[config.mk]
export PLATFORM = sky130hd
export DESIGN_NAME = hazard_ctrl
export DESIGN_NICKNAME = d
export VERILOG_FILES = /design/src/rtl/hazard_ctrl.sv
export SDC_FILE = /design/constraint.sdc
export NUM_CORES = 1
export LEC_CHECK = 0
export CORE_AREA = 2 2 76 78
export DETAILED_ROUTE_END_ITERATION = 7
export DIE_AREA = 0 0 78 80
export PLACE_DENSITY = 0.88
export SYNTH_ARGS = -nofsm -noshare
export SYNTH_HDL_FRONTEND = slang
export SYNTH_SLANG_ARGS = --single-unit
[constraint.sdc]
create_clock -name clk -period 6.7 [get_ports clk]
set_input_delay 2.01 -clock clk [delete_from_list [all_inputs] [get_ports clk]]
set_output_delay 2.01 -clock clk [all_outputs]
set_load 0.05 [all_outputs]
[src/rtl/hazard_ctrl.sv]
// hazard_ctrl: decode-stage hazard controller (stall/bubble, operand forwarding, branch flush, regfile write port).
// Optional macro HAZARD_FORWARD_EN enables E/M/W bypassing so that only load-use hazards stall.
`default_nettype none

module hazard_ctrl #(
  parameter int NREG = 32
) (
  input  logic                     clk,
  input  logic                     reset,
  input  logic [31:0]              instr,
  input  logic                     branch_taken,
  output logic                     stall,
  output logic                     bubble,
  output logic                     flush,
  output logic [1:0]               fwd_rs,
  output logic [1:0]               fwd_rt,
  output logic                     write,
  output logic [$clog2(NREG)-1:0]  wb_dest,
  output logic [31:0]              stall_cycles
);

  localparam int RW = $clog2(NREG);

  localparam logic [5:0] OP_RTYPE = 6'h00;
  localparam logic [5:0] OP_LW    = 6'h23;
  localparam logic [5:0] OP_SW    = 6'h2B;
  localparam logic [5:0] OP_BEQ   = 6'h04;

  logic [5:0]    opcode;
  logic [RW-1:0] src_rs, src_rt, dec_dest;
  logic          rs_used, rt_used, dec_load;
  logic          hazard;

  logic          e_valid_q, m_valid_q, w_valid_q;
  logic [RW-1:0] e_dest_q, m_dest_q, w_dest_q;
  logic          e_valid_d;
  logic [RW-1:0] e_dest_d;
  logic [31:0]   stall_cycles_q, stall_cycles_d;

  logic rs_e, rs_m, rs_w, rt_e, rt_m, rt_w;

  assign opcode = instr[31:26];
  assign src_rs = instr[21 +: RW];
  assign src_rt = instr[16 +: RW];

  always_comb begin
    rs_used  = 1'b0;
    rt_used  = 1'b0;
    dec_dest = '0;
    dec_load = 1'b0;
    case (opcode)
      OP_RTYPE: begin
        rs_used  = 1'b1;
        rt_used  = 1'b1;
        dec_dest = instr[11 +: RW];
      end
      OP_LW: begin
        rs_used  = 1'b1;
        dec_dest = src_rt;
        dec_load = 1'b1;
      end
      OP_SW, OP_BEQ: begin
        rs_used = 1'b1;
        rt_used = 1'b1;
      end
      default: ;
    endcase
  end

  function automatic logic src_match(input logic used, input logic valid,
                                     input logic [RW-1:0] dest, input logic [RW-1:0] src);
    return used && valid && (dest == src) && (src != '0);
  endfunction

  assign rs_e = src_match(rs_used, e_valid_q, e_dest_q, src_rs);
  assign rs_m = src_match(rs_used, m_valid_q, m_dest_q, src_rs);
  assign rs_w = src_match(rs_used, w_valid_q, w_dest_q, src_rs);
  assign rt_e = src_match(rt_used, e_valid_q, e_dest_q, src_rt);
  assign rt_m = src_match(rt_used, m_valid_q, m_dest_q, src_rt);
  assign rt_w = src_match(rt_used, w_valid_q, w_dest_q, src_rt);

`ifdef HAZARD_FORWARD_EN
  logic e_load_q, e_load_d;

  // Youngest producer wins: E, then M, then W.
  function automatic logic [1:0] fwd_sel(input logic me, input logic mm, input logic mw);
    if (me)      return 2'd1;
    else if (mm) return 2'd2;
    else if (mw) return 2'd3;
    else         return 2'd0;
  endfunction

  assign hazard = e_load_q && (rs_e || rt_e);
  assign fwd_rs = hazard ? 2'd0 : fwd_sel(rs_e, rs_m, rs_w);
  assign fwd_rt = hazard ? 2'd0 : fwd_sel(rt_e, rt_m, rt_w);
  assign e_load_d = e_valid_d && dec_load;

  always_ff @(posedge clk) begin
    if (reset) e_load_q <= 1'b0;
    else       e_load_q <= e_load_d;
  end
`else
  // The register file does not bypass a same-cycle write, so W must also be waited out.
  assign hazard = rs_e || rs_m || rs_w || rt_e || rt_m || rt_w;
  assign fwd_rs = 2'd0;
  assign fwd_rt = 2'd0;
  logic unused_load;
  assign unused_load = dec_load;
`endif

  assign stall  = hazard;
  assign bubble = hazard;
  assign flush  = branch_taken && !hazard;

  assign e_valid_d      = !hazard && (dec_dest != '0);
  assign e_dest_d       = e_valid_d ? dec_dest : '0;
  assign stall_cycles_d = (hazard && (stall_cycles_q != 32'hFFFF_FFFF)) ? stall_cycles_q + 32'd1
                                                                       : stall_cycles_q;

  always_ff @(posedge clk) begin
    if (reset) begin
      e_valid_q      <= 1'b0;
      m_valid_q      <= 1'b0;
      w_valid_q      <= 1'b0;
      e_dest_q       <= '0;
      m_dest_q       <= '0;
      w_dest_q       <= '0;
      stall_cycles_q <= '0;
    end else begin
      e_valid_q      <= e_valid_d;
      e_dest_q       <= e_dest_d;
      m_valid_q      <= e_valid_q;
      m_dest_q       <= e_dest_q;
      w_valid_q      <= m_valid_q;
      w_dest_q       <= m_dest_q;
      stall_cycles_q <= stall_cycles_d;
    end
  end

  assign write        = w_valid_q;
  assign wb_dest      = w_dest_q;
  assign stall_cycles = stall_cycles_q;

  logic unused_instr;
  assign unused_instr = ^{instr[15:0]};

endmodule

`default_nettype wire

==> metrics.cfg <==
[status]
status=finished clean

[setup_path]
worstPathCellList=clkdlybuf4s50_1 -> xor2_1 -> nor4_1 -> and3_1 -> o31ai_1 -> and2_1 -> inv_1 -> buf_12
crit_type=in2out
rr_endpoint=stall_cycles[18]
slowest_delay_ps=640
rr_worst_depth=6
cp_slowest_cell=clkdlybuf4s50_1
ff2ff_setup_slack_ps=3690
worst-path-buf-inv=3
startpoint_type=input pin
end_kind=primary output
path_delay_family=buffers and inverters
r2r-start=stall_cycles[3]
crit_arrival_ps=4150
worstPathMaxFanout=5
cp.required_ps=4690

[timing]
hold_viol_final=0
period_needed_ps=6160
timing.slew.headroom_pct=24.6
rsz0062_at_grt=no
max_freq_mhz=162
tightest_slew_ps=1130
setup_viol=0
finalSetupTns_ps=0
timing.final.crit_share_pct=92.0
final.setup_skew_ps=7.54
final_max_slew_viol_count=0

[job]
maxCapViolCount=0

[clock_tree]
cts_sinks=50
cts_max_path_buffers=2
post-cts-setup-buffers=0
clk_latency_ps=310
cts_resized=0
cts-root-buf=clkbuf_8
numCtsBuffers=5
cts_tree=yes
htree_levels=2
holdBufCountCts=0
clkTransAtPathRegs_ps=80

[yosys]
avgSynthCellArea_um2=8.40
yosys_warnings=0
synth_largest_area_cell=dfxtp_1
ys_seq_area_share_pct=36.9
synthesis.area_um2=2710
synth-seq-cells=50
synthCells=323
synth_area_leaders=dfxtp_1 (37%), xor2_1 (8.4%), or4_1 (5.0%), nor2b_1 (4.8%), o31ai_1 (3.9%)
synth_cell_types=38
synth_top_area_share_pct=36.9

[power_and_ir_drop]
p_sw_share_pct=23.7
peakVddDrop_mv=0.0866
power_frac_comb_pct=8.6
powerDensity_nw_per_um2=147
p_int_mw=0.388
leakagePower_nw=1.16
pwr-share-seq_pct=58.5
clkPwrFrac_pct=32.9
power_mw=0.508
p_sw_mw=0.120

[final_layout]
layout_commonest_cell=clkdlybuf4s50_1
fillers=476
final_cell_mix=clkdlybuf4s50_1 (60), dfxtp_1 (50), xor2_1 (26)
fin_nets=415
syn2layout_area_growth_pct=27.0
register_area_um2=1000
drive_gt1_share_pct=6.07
instances_no_fill=451
n_antenna_cell=0
multi_input_area_um2=1600

[die]
core_area_um2=5410
start_util_pct=50.2
die_h_um=80
die_area_um2=6240
num_rows=27
die_x_um=78
pin_count=80

[hold_path]
worstHoldEndpoint=write
hold_path.startpoint=m_valid_q
hold_depth=1
hold_path.class=reg2reg

[placement]
gp_congestion=0.885
io_buffers=64
placedCellCount=444
hpwl_mm=4.80

[detailed_routing]
wirelength_mm=6.54
wl_per_cell_um=14.5
ant_nets=0
viasPerCell=5.71
drc_errors=0
drtIter0Drc=245
drt_first_pass_iters=5
vias=2576

[grt]
grt_overflow=0
antenna_found_initial=0
first_global_vias=2353
grt_pass1_wl_mm=10.7
grt_usage_pct=21.5
grt_max_degree=56

layer usage:
metal | up-vias | track usage [%] | share of wire, %
li1 | 1275 | - | -
met1 | 1198 | 25.9 | 42
met2 | 92 | 37.2 | 50
met3 | 11 | 5.43 | 5.2
met4 | 0 | 8.07 | 2.1
met5 | - | 0 | 0
power by group through the flow:
stage	logic, mW	clock network [mW]	registers [mW]
final	0.0438	0.167	0.297
after global routing	0.0469	0.183	0.297
after CTS	0.0438	0.171	0.297
after detailed placement	0.0437	0	0.304
after global placement	0.0426	0	0.304
after floorplan	0.0236	0	0.304
flip-flops by register name, indices dropped and copies added, names as in the netlist:
register	count
write	1
wb_dest	5
stall_cycles	32
e_dest_q	5
e_valid_q	1
m_dest_q	5
m_valid_q	1
logic make-up (layout without fill, tap and decap cells):
| kind of cell | after synthesis | count (layout) | share of synthesized area, % |
|---|---|---|---|
| and+or+nand+nor | 148 | 148 | 30.2 |
| other | 1 | 4 | 0.138 |
| adders and majority gates | 1 | 1 | 0.461 |
| buffers and inverters | 25 | 78 | 4.61 |
| muxes | 10 | 10 | 4.10 |
| AOI/OAI and AO/OA | 55 | 55 | 13.0 |
| xor gates and xnor gates | 33 | 33 | 10.7 |
| DFF | 50 | 50 | 36.9 |
through the flow:
stage	hold WS, ps	instance area [um^2]	setup WS, ps	util (%)
3_5_place_dp	484	3370	529	62.3
3_3_place_gp	470	3370	550	62.3
5_1_grt	519	3450	392	63.7
6_report	495	3450	536	63.7
4_1_cts	498	3450	519	63.7
2_1_floorplan	444	2730	969	-
how the worst max path moves through the flow:
stage | start | endpoint | slack (ps) | depth (start not counted)
floorplan | instr[31] | stall | 970 | 7
global placement | instr[20] | bubble | 550 | 8
detailed placement | instr[20] | stall | 530 | 8
CTS | instr[20] | stall | 520 | 8
global route | instr[20] | stall | 390 | 8
finish | instr[20] | stall | 540 | 8
cell usage after synthesis:
cell type  number
nor4_2          1
dfxtp_1        50
nand3_1        14
a22oi_1         5
buf_4           5
ha_1            1
nand4_1         6
o31ai_2         1
or4_1          18
o32a_1          1
or3_1           7
inv_1           7
o211ai_1        2
o31ai_1        14
o21ai_0         8
a21oi_2         1
clkbuf_1        8
o22ai_1         1
o22a_1          1
xnor2_1         7
buf_6           1
or2_2           2
mux2i_1         1
nand2_1        19
xor2_1         26
a22o_1          1
nor2_1         24
and2_1          2
mux2_2          9
buf_2           4
nor4b_1         1
conb_1          1
and3_1          8
nor2b_1        21
nor3_1         12
a21oi_1        20
nor4_1         12
nand3b_1        1
final cells by class:
| class | instances | share of cell area, % |
|---|---|---|
| clock buffer | 7 | 2.21 |
| inverter | 7 | 0.763 |
| multi-input combinational | 251 | 46.4 |
| sequential | 50 | 29.0 |
| tap | 72 | 2.61 |
| timing repair buffer | 64 | 19.0 |
worst register-to-register path, stage by stage, from the launching register on:
cell	delay, ps
dfxtp_1	450
nand4_1	280
or3_1	460
nor4_1	330
a22o_1	940
nor4_1	130
mux2_2	310
Power figures use the tool's default switching activity.
